### src/rtl/uart_pkg.sv
// ----------------------------------------------------------------------------
// uart_pkg
// Shared definitions for the UART receive path: FSM state encoding, parity
// type constants, legal oversampling ratios and a small mid-bit helper.
// ----------------------------------------------------------------------------
package uart_pkg;

    // Receiver FSM state encoding
    localparam logic [2:0] ST_IDLE   = 3'd0;
    localparam logic [2:0] ST_START  = 3'd1;
    localparam logic [2:0] ST_DATA   = 3'd2;
    localparam logic [2:0] ST_PARITY = 3'd3;
    localparam logic [2:0] ST_STOP   = 3'd4;

    // Parity type selection
    localparam logic EVEN = 1'b0;
    localparam logic ODD  = 1'b1;

    // Supported oversampling ratios
    localparam logic [5:0] PRESCALE_X8  = 6'd8;
    localparam logic [5:0] PRESCALE_X16 = 6'd16;
    localparam logic [5:0] PRESCALE_X32 = 6'd32;

    // Edge count at the centre of a bit period
    function automatic logic [5:0] mid_point(input logic [5:0] prescale);
        return prescale >> 1;
    endfunction

    function automatic logic is_legal_prescale(input logic [5:0] prescale);
        return (prescale == PRESCALE_X8) || (prescale == PRESCALE_X16) ||
               (prescale == PRESCALE_X32);
    endfunction

endpackage

### src/rtl/rx_data_sampler.sv
// ----------------------------------------------------------------------------
// rx_data_sampler
// Captures the serial line around the centre of each bit period and resolves
// the bit value.
//
// Build option UART_RX_MAJORITY_EN:
//   defined   - three samples at mid-1, mid, mid+1; bit is the 2-of-3 majority
//   undefined - single sample at mid; only that sample register exists
//
// Ports:
//   i_clk          oversampling clock
//   i_rst_n        asynchronous active-low reset
//   i_edge_cnt     position within the current bit period
//   i_prescale     oversampling ratio latched at start detection
//   i_rx           serial line
//   o_bit          resolved bit value
//   o_sample_done  high once all samples of the current bit are captured
// ----------------------------------------------------------------------------
module rx_data_sampler
    import uart_pkg::*;
(
    input  logic       i_clk,
    input  logic       i_rst_n,
    input  logic [5:0] i_edge_cnt,
    input  logic [5:0] i_prescale,
    input  logic       i_rx,
    output logic       o_bit,
    output logic       o_sample_done
);

    logic [5:0] w_mid;

    assign w_mid         = mid_point(i_prescale);
    // Last capture happens at mid+1, so the value is stable from mid+2 on
    assign o_sample_done = (i_edge_cnt >= (w_mid + 6'd2));

`ifdef UART_RX_MAJORITY_EN
    logic r_s0;
    logic r_s1;
    logic r_s2;

    always_ff @(posedge i_clk or negedge i_rst_n) begin
        if (!i_rst_n) begin
            r_s0 <= 1'b1;
            r_s1 <= 1'b1;
            r_s2 <= 1'b1;
        end else begin
            if (i_edge_cnt == (w_mid - 6'd1)) r_s0 <= i_rx;
            if (i_edge_cnt == w_mid)          r_s1 <= i_rx;
            if (i_edge_cnt == (w_mid + 6'd1)) r_s2 <= i_rx;
        end
    end

    assign o_bit = (r_s0 & r_s1) | (r_s0 & r_s2) | (r_s1 & r_s2);
`else
    logic r_s1;

    always_ff @(posedge i_clk or negedge i_rst_n) begin
        if (!i_rst_n) begin
            r_s1 <= 1'b1;
        end else if (i_edge_cnt == w_mid) begin
            r_s1 <= i_rx;
        end
    end

    assign o_bit = r_s1;
`endif

endmodule

### src/rtl/uart_rx.sv
// ----------------------------------------------------------------------------
// uart_rx
// UART receiver. Detects the start bit on an idle-high line, deserializes
// DATA_WIDTH bits LSB-first, optionally checks a parity bit and checks one
// stop bit. A good frame updates P_DATA with a one-cycle DATA_VALID strobe;
// parity and stop failures give one-cycle PAR_ERR / STP_ERR strobes instead.
//
// Build option UART_RX_MAJORITY_EN selects majority-of-three bit sampling
// inside rx_data_sampler; frame timing is the same either way.
//
// Ports:
//   CLK         oversampling clock (PRESCALE x baud)
//   RST         asynchronous active-low reset
//   RX_IN       serial line, already synchronous to CLK
//   PRESCALE    oversampling ratio (8, 16 or 32)
//   PAR_EN      parity bit present
//   PAR_TYP     0 = even, 1 = odd parity
//   P_DATA      last good received word
//   DATA_VALID  strobe, P_DATA updated this cycle
//   PAR_ERR     strobe, parity mismatch
//   STP_ERR     strobe, stop bit sampled low
// ----------------------------------------------------------------------------
module uart_rx
    import uart_pkg::*;
#(
    parameter int unsigned DATA_WIDTH = 8
) (
    input  logic                  CLK,
    input  logic                  RST,
    input  logic                  RX_IN,
    input  logic [5:0]            PRESCALE,
    input  logic                  PAR_EN,
    input  logic                  PAR_TYP,
    output logic [DATA_WIDTH-1:0] P_DATA,
    output logic                  DATA_VALID,
    output logic                  PAR_ERR,
    output logic                  STP_ERR
);

    localparam int unsigned BCW = $clog2(DATA_WIDTH + 1);

    // State
    logic [2:0]            r_state;
    logic [5:0]            r_edge_cnt;
    logic [BCW-1:0]        r_bit_cnt;
    logic [5:0]            r_prescale;
    logic                  r_par_en;
    logic                  r_par_typ;
    logic [DATA_WIDTH-1:0] r_shift;
    logic                  r_frame_err;
    logic [DATA_WIDTH-1:0] r_p_data;
    logic                  r_data_valid;
    logic                  r_par_err;
    logic                  r_stp_err;

    // Next-state
    logic [2:0]            w_state_next;
    logic [5:0]            w_edge_cnt_next;
    logic [BCW-1:0]        w_bit_cnt_next;
    logic [5:0]            w_prescale_next;
    logic                  w_par_en_next;
    logic                  w_par_typ_next;
    logic [DATA_WIDTH-1:0] w_shift_next;
    logic                  w_frame_err_next;
    logic [DATA_WIDTH-1:0] w_p_data_next;
    logic                  w_data_valid_next;
    logic                  w_par_err_next;
    logic                  w_stp_err_next;

    logic w_sampled;
    logic w_sample_done;
    logic w_bit_val;
    logic w_bit_end;
    logic w_exp_par;
    logic w_last_data;

    rx_data_sampler u_sampler (
        .i_clk         (CLK),
        .i_rst_n       (RST),
        .i_edge_cnt    (r_edge_cnt),
        .i_prescale    (r_prescale),
        .i_rx          (RX_IN),
        .o_bit         (w_sampled),
        .o_sample_done (w_sample_done)
    );

    // 6-bit wrap keeps bit_end reachable for any prescale value, so the FSM
    // always finds its way back to IDLE even with an illegal ratio.
    assign w_bit_end   = (r_edge_cnt == (r_prescale - 6'd1));
    // An unresolved sample reads as idle level: a start bit aborts, data is
    // undefined anyway in that case.
    assign w_bit_val   = w_sample_done ? w_sampled : 1'b1;
    assign w_exp_par   = (r_par_typ == ODD) ? ~(^r_shift) : (^r_shift);
    assign w_last_data = (r_bit_cnt == BCW'(DATA_WIDTH - 1));

    always_comb begin
        w_state_next      = r_state;
        w_edge_cnt_next   = w_bit_end ? 6'd0 : (r_edge_cnt + 6'd1);
        w_bit_cnt_next    = r_bit_cnt;
        w_prescale_next   = r_prescale;
        w_par_en_next     = r_par_en;
        w_par_typ_next    = r_par_typ;
        w_shift_next      = r_shift;
        w_frame_err_next  = r_frame_err;
        w_p_data_next     = r_p_data;
        w_data_valid_next = 1'b0;
        w_par_err_next    = 1'b0;
        w_stp_err_next    = 1'b0;

        case (r_state)
            ST_IDLE: begin
                w_edge_cnt_next = 6'd0;
                if (!RX_IN) begin
                    // The detection cycle is edge 0 of the start bit
                    w_state_next     = ST_START;
                    w_edge_cnt_next  = 6'd1;
                    w_bit_cnt_next   = '0;
                    w_frame_err_next = 1'b0;
                    w_prescale_next  = PRESCALE;
                    w_par_en_next    = PAR_EN;
                    w_par_typ_next   = PAR_TYP;
                end
            end

            ST_START: begin
                if (w_bit_end) begin
                    w_state_next = w_bit_val ? ST_IDLE : ST_DATA;
                end
            end

            ST_DATA: begin
                if (w_bit_end) begin
                    for (int i = 0; i < DATA_WIDTH; i++) begin
                        if (r_bit_cnt == BCW'(i)) w_shift_next[i] = w_bit_val;
                    end
                    w_bit_cnt_next = r_bit_cnt + BCW'(1);
                    if (w_last_data) begin
                        w_state_next = r_par_en ? ST_PARITY : ST_STOP;
                    end
                end
            end

            ST_PARITY: begin
                if (w_bit_end) begin
                    if (w_bit_val != w_exp_par) begin
                        w_par_err_next   = 1'b1;
                        w_frame_err_next = 1'b1;
                    end
                    w_state_next = ST_STOP;
                end
            end

            ST_STOP: begin
                if (w_bit_end) begin
                    if (!w_bit_val) begin
                        w_stp_err_next = 1'b1;
                    end else if (!r_frame_err) begin
                        w_p_data_next     = r_shift;
                        w_data_valid_next = 1'b1;
                    end
                    w_state_next = ST_IDLE;
                end
            end

            default: begin
                w_state_next    = ST_IDLE;
                w_edge_cnt_next = 6'd0;
            end
        endcase
    end

    always_ff @(posedge CLK or negedge RST) begin
        if (!RST) begin
            r_state      <= ST_IDLE;
            r_edge_cnt   <= 6'd0;
            r_bit_cnt    <= '0;
            r_prescale   <= PRESCALE_X8;
            r_par_en     <= 1'b0;
            r_par_typ    <= EVEN;
            r_shift      <= '0;
            r_frame_err  <= 1'b0;
            r_p_data     <= '0;
            r_data_valid <= 1'b0;
            r_par_err    <= 1'b0;
            r_stp_err    <= 1'b0;
        end else begin
            r_state      <= w_state_next;
            r_edge_cnt   <= w_edge_cnt_next;
            r_bit_cnt    <= w_bit_cnt_next;
            r_prescale   <= w_prescale_next;
            r_par_en     <= w_par_en_next;
            r_par_typ    <= w_par_typ_next;
            r_shift      <= w_shift_next;
            r_frame_err  <= w_frame_err_next;
            r_p_data     <= w_p_data_next;
            r_data_valid <= w_data_valid_next;
            r_par_err    <= w_par_err_next;
            r_stp_err    <= w_stp_err_next;
        end
    end

    assign P_DATA     = r_p_data;
    assign DATA_VALID = r_data_valid;
    assign PAR_ERR    = r_par_err;
    assign STP_ERR    = r_stp_err;

endmodule

### config.mk
export PLATFORM = sky130hd
export DESIGN_NAME = uart_rx
export DESIGN_NICKNAME = d
export VERILOG_FILES = /design/src/rtl/uart_pkg.sv /design/src/rtl/rx_data_sampler.sv /design/src/rtl/uart_rx.sv
export SDC_FILE = /design/constraint.sdc
export NUM_CORES = 1
export LEC_CHECK = 0
export CORE_MARGIN = 2
export CORE_UTILIZATION = 30
export CTS_CLUSTER_SIZE = 24
export DETAILED_ROUTE_END_ITERATION = 10
export PLACE_DENSITY = 0.47
export SLEW_MARGIN = 20
export SYNTH_ARGS = -nofsm -noshare
export SYNTH_HDL_FRONTEND = slang
export SYNTH_SLANG_ARGS = --single-unit
### constraint.sdc
create_clock -name CLK -period 8.25 [get_ports CLK]
set_input_delay 1.65 -clock CLK [delete_from_list [all_inputs] [get_ports CLK]]
set_output_delay 1.65 -clock CLK [all_outputs]
set_load 0.01 [all_outputs]
==> results.tsv <==
metric	value	unit
outcome	complete, no violations	
timing.rr.end	r_shift[3]	
crit_fanout	9	
rr_worst_depth	6	
clock_path_buffers	2	
ioPinCount	22	
min_path_type	reg -> reg	
synth_top_area_share	43.03	%
cts_hold_repair.buffers	0	
end_kind	flop	
synth_warnings	0	
grt_pass1_vias	1583	
synth.distinct_cells	36	
cts_buffers	5	
dieHeight	92.05	um
start_util	30.58	%
synthCells	229	
setup_tns	0	ns
yosysTopAreaCell	dfrtp_1	
finalWeightedCongestion	0.7575	
final_antenna_net_count	0	
h-tree-depth	2	
syn_avg_cell_area	10.16	um2
criticalPathCategory	reg -> reg	
synthToLayoutAreaGrowth	18.18	%
rows	32	
wl_per_cell	13.55	um
overflow	0	
io_buffers	21	
synth_seq_cells	42	
n_antenna_cell	0	
startpoint_type	flop	
synth_area	2326	um2
path_clk_slew	0.08	ns
fin_crit_sh	35.82	%
grt_pass1_wl	8121	um
relSlewSlack	63.80	%
p_leak	0.001208	uW
coreArea	7607	um2
fp.dieArea	8473	um2
grt_max_degree	43	
fin_skew	0.007209	ns
reg2reg_from	r_prescale[2]	
dr_total_vias	1648	
gr-usage-all-layers	12.15	%
numPlacedInstances	345	
nNetsFinal	276	
cp.arrival	3.14	ns
layoutNonFillerInstCount	353	
dr.pass1.iters	4	
r2r_slack	5.30	ns
rsz0062_at_grt	false	
drv_slew	0	
viasPerCell	4.669	
root_buffer	clkbuf_8	
postCtsSetupBuffers	0	
antenna_found_initial	0	
powerDensity	281.5	nW/um2
setup_violations	0	
crit_start	r_prescale[2]	
dp_hpwl	3502	um
drt_iter0_drc	49	
layout_min_cycle_time	2.955	ns
insertion_delay	0.29	ns
fmax	338.4	MHz
synth_seq_area_share	45.29	%
cp.required	8.44	ns
cts_tree	done	
vdd_drop_max	0.00008071	V
synth_area_leaders	dfrtp_1 (43%), mux2_2 (8.7%), ha_1 (8.1%), xnor2_1 (7.2%), nand2_1 (4.2%)	
cts.repair.resized	0	
worst_slew_pin_slew	0.5431	ns
die_w	92.05	um
drcViolationCount	0	
cts_sinks	42	
fillCellCount	815	
finalHoldViolations	0	
routed_wl	4784	um
crit_end	r_shift[3]	
drive_gt1_share	13.94	%
synth_nets	255	
max-cap-violations	0	
cells in the final DEF, fill, tap and decap left out, types with 2 or more instances in the layout:
cell type / instances
a21oi_1: 5
and3_1: 3
buf_4: 3
clkbuf_8: 6
clkdlybuf4s50_1: 20
dfrtp_1: 40
dfstp_2: 2
ha_1: 15
inv_1: 10
mux2_2: 18
nand2_1: 26
nand2b_1: 4
nand3_1: 10
nor2_1: 16
nor2b_1: 3
nor3_1: 11
nor4_1: 2
o21ai_0: 7
o31ai_1: 4
or4_1: 2
xnor2_1: 19
xor2_1: 8
Yosys cell counts:
cell type / instances
dfrtp_1: 40
o21ai_0: 7
nor2_1: 16
o31ai_1: 4
inv_1: 10
or2_2: 1
or4_4: 1
nand2_1: 26
clkbuf_1: 7
ha_1: 15
dfstp_2: 2
o22ai_1: 1
or3_1: 1
a211oi_1: 1
nand2b_1: 4
a2111o_1: 1
a2111oi_0: 1
a21oi_1: 5
mux2_2: 18
a21o_1: 1
nor2b_1: 3
nor3_1: 11
or3_4: 1
o41ai_1: 1
mux2i_1: 1
nor4b_1: 1
and3_1: 3
nor4_1: 3
clkbuf_2: 1
buf_2: 1
or4_1: 2
xnor2_1: 19
nand4b_1: 1
nand3_1: 10
xor2_1: 8
or4b_1: 1
state kept, by name, indices dropped and copies added, names as in the netlist, 3 cells and up:
| signal | count |
|---|---|
| r_state | 3 |
| r_bit_cnt | 4 |
| r_edge_cnt | 6 |
| r_shift | 8 |
| P_DATA | 8 |
| r_prescale | 6 |
kinds of logic (layout without fill, tap and decap cells):
family                     Yosys count  count (layout)  synth area share, %
AOI/OAI and AO/OA                   22              22                6.025
xor gates and xnor gates            27              27                10.17
adders and majority gates           15              15                8.069
buffers and inverters               19              41                3.174
DFF                                 42              42                45.29
muxes                               19              19                9.145
and+or+nand+nor                     85              85                18.13
worst max-delay path, stage by stage (launching register included):
cell      delay [ns]
dfrtp_1         0.46
or3_4           0.41
or4_4           0.42
a2111o_1        0.47
or3_1           0.47
nor3_1          0.26
mux2_2          0.36
layout make-up:
cell class / instances / area [um2] / area share [%]
Clock buffer: 7 / 86.33 / 3.141
Clock inverter: 1 / 8.758 / 0.3186
Inverter: 10 / 37.54 / 1.365
Multi-Input combinational cell: 168 / 1212 / 44.11
Sequential cell: 42 / 1054 / 38.32
Tap cell: 102 / 127.6 / 4.643
Timing Repair Buffer: 23 / 222.7 / 8.102
worst min-delay path by stage:
stage	from	end	slack, ns	cells after the start
2_1_floorplan	r_par_typ	r_par_typ	0.47	2
3_3_place_gp	P_DATA[4]	P_DATA[4]	0.49	1
3_5_place_dp	P_DATA[4]	P_DATA[4]	0.49	1
4_1_cts	P_DATA[4]	P_DATA[4]	0.51	1
5_1_grt	P_DATA[4]	P_DATA[4]	0.53	1
6_report	P_DATA[3]	P_DATA[3]	0.51	1
per-stage QoR:
step / setup WS, ns / area (um2) / total power [uW] / utilization [%] / hold WS (ns)
after floorplan: 5.437 / 2326 / 545.4 / - / 0.4652
after global placement: 5.168 / 2651 / 636.8 / 34.85 / 0.4907
after detailed placement: 5.173 / 2651 / 637.2 / 34.85 / 0.4929
after CTS: 5.279 / 2746 / 785.1 / 36.10 / 0.5134
after global routing: 5.146 / 2749 / 838.3 / 36.13 / 0.5318
final: 5.295 / 2749 / 773.9 / 36.13 / 0.5083
layer usage:
| metal | track usage [%] | up-vias | routed length, um |
|---|---|---|---|
| met5 | 0 | - | 0 |
| met4 | 3.358 | 0 | 51 |
| met3 | 2.465 | 4 | 127 |
| met2 | 18.44 | 23 | 2146 |
| met1 | 17.58 | 791 | 2457 |
| li1 | - | 830 | - |
where the power goes:
group,switching (uW),total [uW],internal [uW]
Sequential,64.1,312,248
Clock,72.5,142,69.2
Combinational,174,320,146
Total,310,774,464
Note: power is estimated with default switching activity, not from simulation.
